===== config.mk =====
export PLATFORM = sky130hd
export DESIGN_NAME = max7219_frame_sequencer
export DESIGN_NICKNAME = d
export VERILOG_FILES = /design/src/rtl/clock_display_pkg.sv /design/src/rtl/max7219_digit_mux.sv /design/src/rtl/max7219_frame_sequencer.sv
export SDC_FILE = /design/constraint.sdc
export NUM_CORES = 1
export LEC_CHECK = 0
export ABC_AREA = 1
export ABC_CLOCK_PERIOD_IN_PS = 1900
export BUFFER_PORTS_ARGS = -buffer_cell sky130_fd_sc_hd__buf_4
export CORE_ASPECT_RATIO = 0.5
export CORE_MARGIN = 2
export CORE_UTILIZATION = 45
export CTS_CLUSTER_DIAMETER = 30
export DETAILED_ROUTE_END_ITERATION = 8
export GPL_TIMING_DRIVEN = 0
export HOLD_SLACK_MARGIN = 0.02
export PLACE_DENSITY = 0.69
export SYNTH_ARGS = -nofsm -noshare
export SYNTH_HDL_FRONTEND = slang
export SYNTH_SLANG_ARGS = --single-unit

===== constraint.sdc =====
create_clock -name i_clk -period 1.9 [get_ports i_clk]
set_clock_uncertainty 0.1 [all_clocks]
set_input_delay 0.095 -clock i_clk [delete_from_list [all_inputs] [get_ports i_clk]]
set_output_delay 0.095 -clock i_clk [all_outputs]
set_load 0.01 [all_outputs]

===== src/rtl/clock_display_pkg.sv =====
// ---------------------------------------------------------------------------
// clock_display_pkg
//
// Shared definitions for the 7-segment clock display front end:
//   - seq_state_e   : state encoding of the MAX7219 frame sequencer
//   - MAX7219_BLANK : code-B nibble that lights no segments
//   - MAX_DIGITS    : number of digit registers on a MAX7219
//   - pack_segment  : builds the data byte sent for one digit
// ---------------------------------------------------------------------------
package clock_display_pkg;

  typedef enum logic [2:0] {
    ST_IDLE      = 3'd0,
    ST_CFG_ISSUE = 3'd1,
    ST_CFG_WAIT  = 3'd2,
    ST_DIG_ISSUE = 3'd3,
    ST_DIG_WAIT  = 3'd4,
    ST_DONE      = 3'd5
  } seq_state_e;

  localparam logic [3:0] MAX7219_BLANK = 4'hF;
  localparam int         MAX_DIGITS    = 8;

  // Data byte for a code-B digit: DP in bit 7, bits 6:4 unused (zero),
  // the BCD/code-B nibble in bits 3:0.
  function automatic logic [7:0] pack_segment(input logic dp, input logic [3:0] nib);
    return {dp, 3'b000, nib};
  endfunction

endpackage


===== src/rtl/max7219_digit_mux.sv =====
// ---------------------------------------------------------------------------
// max7219_digit_mux
//
// Combinational selector: picks the nibble and decimal point of one digit
// out of a packed snapshot and formats the MAX7219 data byte.
//
// Build option (macro):
//   SEQ_BLANK_LEADING_ZERO_EN - when defined, a zero in the most significant
//     digit (index NUM_DIGITS-1) is replaced by the code-B blank nibble.
//     The decimal point of that digit is passed through unchanged.
//
// Ports:
//   bcd_i      packed digits, digit k at [4k+3:4k], digit 0 rightmost
//   dp_i       decimal point per digit
//   idx_i      digit index to select (always < NUM_DIGITS in use)
//   segment_o  {dp, 3'b000, nibble}
// ---------------------------------------------------------------------------
module max7219_digit_mux
  import clock_display_pkg::*;
#(
  parameter int NUM_DIGITS = 6
) (
  input  logic [4*NUM_DIGITS-1:0] bcd_i,
  input  logic [NUM_DIGITS-1:0]   dp_i,
  input  logic [2:0]              idx_i,
  output logic [7:0]              segment_o
);

  localparam logic [2:0] LAST_IDX = 3'(NUM_DIGITS - 1);

  logic [3:0] nib;
  logic       dp;

  always_comb begin
    nib = 4'h0;
    dp  = 1'b0;
    // Compare-and-select loop keeps every slice constant, so no
    // out-of-range part-select exists for NUM_DIGITS below 8.
    for (int k = 0; k < NUM_DIGITS; k++) begin
      if (idx_i == 3'(k)) begin
        nib = bcd_i[4*k +: 4];
        dp  = dp_i[k];
      end
    end
`ifdef SEQ_BLANK_LEADING_ZERO_EN
    if ((idx_i == LAST_IDX) && (nib == 4'h0)) begin
      nib = MAX7219_BLANK;
    end
`else
    // Every nibble goes out unmodified; LAST_IDX is only needed for blanking.
    if (idx_i == LAST_IDX) begin
      nib = nib;
    end
`endif
    segment_o = pack_segment(dp, nib);
  end

endmodule


===== src/rtl/max7219_frame_sequencer.sv =====
// ---------------------------------------------------------------------------
// max7219_frame_sequencer
//
// Upstream sequencer for the 7-segment clock display. Snapshots a packed BCD
// digit vector plus decimal-point mask and walks it into max7219_settings one
// digit per transaction. A configuration write is issued before the first
// frame after reset and before any frame requested through i_config_change.
//
// Build option (macro):
//   SEQ_BLANK_LEADING_ZERO_EN - blank a zero in digit NUM_DIGITS-1
//     (handled in max7219_digit_mux).
//
// Handshake with max7219_settings (valid/ready style):
//   o_stb is the request and is held high, with o_write_config/o_digit/
//   o_segment stable, until i_busy is sampled high (request accepted). The
//   sequencer then waits for i_busy to fall; i_ack sampled in that same cycle
//   says whether the write completed (1) or must be retried (0). o_stb is
//   decoded from registered state only, so there is no combinational path
//   from i_busy/i_ack to any output.
//
// Ports:
//   i_clk, i_reset_n      clock, asynchronous active-low reset
//   i_refresh             one-cycle request for a frame
//   i_config_change       one-cycle request for config write + frame
//   i_bcd, i_dp_mask      digits and decimal points, sampled at frame start
//   o_busy                a config or frame sequence is in progress
//   o_frame_done          one-cycle pulse after the last digit is acked
//   o_stb, o_write_config, o_digit, o_segment  request to max7219_settings
//   i_busy, i_ack         status from max7219_settings
// ---------------------------------------------------------------------------
module max7219_frame_sequencer
  import clock_display_pkg::*;
#(
  parameter int NUM_DIGITS = 6
) (
  input  logic                    i_clk,
  input  logic                    i_reset_n,
  input  logic                    i_refresh,
  input  logic                    i_config_change,
  input  logic [4*NUM_DIGITS-1:0] i_bcd,
  input  logic [NUM_DIGITS-1:0]   i_dp_mask,
  output logic                    o_busy,
  output logic                    o_frame_done,
  output logic                    o_stb,
  output logic                    o_write_config,
  output logic [2:0]              o_digit,
  output logic [7:0]              o_segment,
  input  logic                    i_busy,
  input  logic                    i_ack
);

  if ((NUM_DIGITS < 1) || (NUM_DIGITS > MAX_DIGITS)) begin : g_bad_num_digits
    $error("max7219_frame_sequencer: NUM_DIGITS must be 1..8");
  end

  localparam logic [2:0] LAST_IDX = 3'(NUM_DIGITS - 1);

  seq_state_e              state_q, state_d;
  logic                    cfg_pend_q, cfg_pend_d;
  logic                    frm_pend_q, frm_pend_d;
  logic [2:0]              idx_q, idx_d;
  logic [4*NUM_DIGITS-1:0] bcd_q, bcd_d;
  logic [NUM_DIGITS-1:0]   dp_q, dp_d;

  logic                    cfg_clr;
  logic                    frm_clr;
  logic [7:0]              mux_segment;

  // -------------------------------------------------------------------------
  // Digit formatting from the snapshot (never from the live i_bcd)
  // -------------------------------------------------------------------------
  max7219_digit_mux #(
    .NUM_DIGITS (NUM_DIGITS)
  ) u_digit_mux (
    .bcd_i     (bcd_q),
    .dp_i      (dp_q),
    .idx_i     (idx_q),
    .segment_o (mux_segment)
  );

  // -------------------------------------------------------------------------
  // State and data registers
  // -------------------------------------------------------------------------
  always_ff @(posedge i_clk or negedge i_reset_n) begin
    if (!i_reset_n) begin
      state_q    <= ST_IDLE;
      // Both flags start set: the first sequence after reset is a config
      // write followed by a full frame, with no request needed.
      cfg_pend_q <= 1'b1;
      frm_pend_q <= 1'b1;
      idx_q      <= 3'd0;
      bcd_q      <= '0;
      dp_q       <= '0;
    end else begin
      state_q    <= state_d;
      cfg_pend_q <= cfg_pend_d;
      frm_pend_q <= frm_pend_d;
      idx_q      <= idx_d;
      bcd_q      <= bcd_d;
      dp_q       <= dp_d;
    end
  end

  // -------------------------------------------------------------------------
  // Next state, pending flags and output decode
  // -------------------------------------------------------------------------
  always_comb begin
    state_d        = state_q;
    idx_d          = idx_q;
    bcd_d          = bcd_q;
    dp_d           = dp_q;
    cfg_clr        = 1'b0;
    frm_clr        = 1'b0;
    o_busy         = 1'b1;
    o_frame_done   = 1'b0;
    o_stb          = 1'b0;
    o_write_config = 1'b0;
    o_digit        = idx_q;
    o_segment      = 8'h00;

    unique case (state_q)
      ST_IDLE: begin
        o_busy = 1'b0;
        if (cfg_pend_q) begin
          // frm_pend stays set, so returning to IDLE after the config
          // write launches the frame.
          cfg_clr = 1'b1;
          state_d = ST_CFG_ISSUE;
        end else if (frm_pend_q) begin
          frm_clr = 1'b1;
          bcd_d   = i_bcd;
          dp_d    = i_dp_mask;
          idx_d   = 3'd0;
          state_d = ST_DIG_ISSUE;
        end
      end

      ST_CFG_ISSUE: begin
        o_stb          = 1'b1;
        o_write_config = 1'b1;
        if (i_busy) begin
          state_d = ST_CFG_WAIT;
        end
      end

      ST_CFG_WAIT: begin
        if (!i_busy) begin
          state_d = i_ack ? ST_IDLE : ST_CFG_ISSUE;
        end
      end

      ST_DIG_ISSUE: begin
        o_stb     = 1'b1;
        o_segment = mux_segment;
        if (i_busy) begin
          state_d = ST_DIG_WAIT;
        end
      end

      ST_DIG_WAIT: begin
        // Digit and segment stay on the bus while the write is in flight.
        o_segment = mux_segment;
        if (!i_busy) begin
          if (!i_ack) begin
            state_d = ST_DIG_ISSUE;
          end else if (idx_q == LAST_IDX) begin
            state_d = ST_DONE;
          end else begin
            idx_d   = idx_q + 3'd1;
            state_d = ST_DIG_ISSUE;
          end
        end
      end

      ST_DONE: begin
        o_frame_done = 1'b1;
        state_d      = ST_IDLE;
      end

      default: begin
        state_d = ST_IDLE;
      end
    endcase

    // A request arriving in the same cycle the flag is consumed wins, so it
    // produces exactly one further sequence. Repeated requests coalesce.
    cfg_pend_d = (cfg_pend_q & ~cfg_clr) | i_config_change;
    frm_pend_d = (frm_pend_q & ~frm_clr) | i_refresh | i_config_change;
  end

endmodule


==> flow_metrics.tcl <==
set metrics [dict create \
    hold_viol 0 \
    ys_ff_latch 38 \
    dp_hpwl_um 3610 \
    antenna_found_initial 0 \
    cts_tree "done" \
    gp_congestion 0.812 \
    postLayoutSetupSlackWorst_ns -0.147 \
    drv_slew 0 \
    hp-class "in2reg" \
    dieArea_mm2 0.00529 \
    cp_common_cell "nand2_1" \
    start_kind "flop" \
    rr_worst_depth 4 \
    ant_nets 0 \
    fp.dieW_um 101 \
    numCtsBuffers 5 \
    synth_area_leaders "dfrtp_1 43%, nand2_1 19%, nand3_1 8.5%" \
    synthAdderAreaFrac_pct 2.96 \
    clock_sinks 38 \
    drc 0 \
    syn_area_mm2 0.00211 \
    yosys.area.top_type "dfrtp_1" \
    final_common_cell "nand2_1" \
    cp-startpoint "o_digit[0]" \
    ff2ff_setup_slack_ns 0.24 \
    place_area_mm2 0.00254 \
    design_area_mm2 0.00311 \
    worstPathCellList "ha_1, ha_4, inv_4, nand2_1, inv_1, nand2_1, nand2_1, nand2_1, a21oi_2, buf_4" \
    grt_usage_pct 22.7 \
    fmax_mhz 489 \
    worstPathArrival_ns 1.85 \
    cp-endpoint "o_segment[3]" \
    avgSynthCellArea_um2 7.36 \
    yosysTopAreaCellShare_pct 42.6 \
    pin_count 51 \
    die_h_um 52.5 \
    power_density_mw_per_mm2 1180 \
    clkTransAtPathRegs_ns 0.07 \
    clk_path_buf_depth 2 \
    dp_cells 393 \
    n_antenna_cell 0 \
    grt_start_max_net_pins 39 \
    yosysWarnings 0 \
    drive_gt1_share_pct 26.8 \
    numPortBuffers 47 \
    drtIter0Drc 103 \
    path_max_fanout 5 \
    cpPeakStageDelay_ns 0.43 \
    peakVddDrop_uv 760 \
    clk_latency_ns 0.28 \
    h-tree-depth 2 \
    synth_simple_gate_area_share_pct 35.0 \
    netlist_instances 287 \
    rows 17 \
    avgViaCountPerCell 4.84 \
    drtPass1Iterations 4 \
    start_util_pct 47.3 \
    grt_first_pass_wirelength_um 9180 \
    crit_type "reg2out" \
    max_cap_violations 0 \
    core_area_mm2 0.00447 \
    rsz0062_at_grt "true" \
    hold_ws_ns 0.146 \
    finalNonFillerCells 442 \
    end_kind "primary output" \
    grt_overflow 0 \
    setup_viol 5 \
    r2r_end "bcd_q[7]" \
    seqCellArea_um2 956 \
    finalSetupTns_ns -0.462 \
    route.vias.total 2140 \
    synth.area.mux_share_pct 0 \
    nNetsFinal 426 \
    leakage_nw 1.64 \
    synth_top_family_by_area "simple AND/OR/NAND/NOR gates" \
    place_ws_ns -0.0255 \
    period_needed_ns 2.05 \
    wl_um 5660 \
    n_fill_cell 370 \
    violations "setup timing" \
    multi_input_area_mm2 0.00105 \
    syn_to_final_growth_pct 47.0 \
    slowest_stage "dfrtp_1" \
    layout_common_cells "100 x nand2_1, 58 x buf_4, 36 x nand3_1" \
    synth_xor_area_share_pct 0.414 \
    synth_compound_area_share_pct 7.40 \
    synth.distinct_cells 29 \
    reg2reg_from "frm_pend_q" \
    cts_root_buffer "clkbuf_8" \
    outcome "finished with violations" \
    yosysSeqAreaShare_pct 45.1 \
    wl_per_cell_um 12.8 \
    first_global_vias 2010 \
    worstPathRequired_ns 1.70 \
    fin_crit_sh_pct 108 \
]
==> worst max-delay path, delay by kind of cell (launching register included) <==
kind / cells / cell delay, ns
DFF: 1 / 0.43
and+or+nand+nor: 4 / 0.24
AOI/OAI and AO/OA: 1 / 0.16
buffers and inverters: 3 / 0.27
adders and majority gates: 2 / 0.47
==> area by class of cell <==
class	instances	share of cell area [%]
Buffer	11	2.10
Tap cell	57	2.30
Multi-Input combinational cell	207	33.9
Clock buffer	7	2.46
Timing Repair inverter	1	0.161
Sequential cell	38	30.8
Timing Repair Buffer	89	24.3
Inverter	32	4.07
==> synth_stat cells <==
cell type  count
ha_1           5
o21ai_2        1
nor3_1         1
buf_2          4
buf_4          3
buf_6          1
clkbuf_1       4
nor2_8         1
o22ai_1        1
conb_1         1
nand2_1      105
dfstp_2        2
nor2_4         3
xor2_1         1
dfrtp_1       36
nand2_2        1
nor2_1        19
or2_1          1
inv_1         28
a21oi_1       11
o21ai_0        9
clkinv_1       2
a31oi_1        1
a22oi_1        1
o21ai_1        4
nand3_1       36
a21o_1         1
inv_2          2
nand2_4        2
==> sequential cells by signal, indices dropped and copies added (netlist names) <==
register,count
cfg_pend_q,1
frm_pend_q,1
o_digit,3
bcd_q,24
state_q,3
dp_q,6
==> how the worst min path moves through the flow <==
stage	start	slack [ns]	to	cells past startpoint
CTS	i_ack	0.13	state_q[0]	4
global route	i_ack	0.15	state_q[0]	4
detailed placement	i_reset_n	-0.006	state_q[2]	1
global placement	i_reset_n	-0.009	state_q[2]	1
finish	i_ack	0.15	state_q[0]	4
floorplan	i_reset_n	-0.30	bcd_q[0]	0
==> through the flow <==
step	total power, mW	utilization (%)
floorplan	2.44	-
global placement	2.91	57.0
detailed placement	2.96	57.0
CTS	3.64	68.7
global route	3.98	69.5
finish	3.66	69.5
==> power by group <==
group / internal (mW) / switching [mW] / total (mW)
registers: 1.19 / 0.228 / 1.42
clock network: 0.253 / 0.272 / 0.525
logic: 0.710 / 1.01 / 1.72
total: 2.16 / 1.51 / 3.66
==> repair_timing <==
| item | 4_1_cts | 5_1_grt |
|---|---|---|
| endpoints found under the setup margin | 5 | 5 |
| cloned | 1 | 0 |
| pin swaps | 7 | 4 |
| resized for setup | 25 | 4 |
| hold buffers | 34 | 0 |
| endpoints found under the hold margin | 70 | 0 |
| setup buffers | 6 | 2 |
==> logic make-up after synthesis <==
group | Yosys count
fa+ha+maj | 5
xor+xnor | 1
flops | 38
compound gates | 29
other cells | 1
simple gates | 169
buf+inv | 44
==> routing by layer <==
layer / global-route usage [%] / share of wire [%] / vias up
met4: 4.95 / 1.9 / 0
met3: 4.40 / 5.0 / 13
met5: 0 / 0 / -
met2: 38.6 / 48 / 56
li1: - / - / 1083
met1: 30.6 / 45 / 988
(Power assumes the default switching activity.)
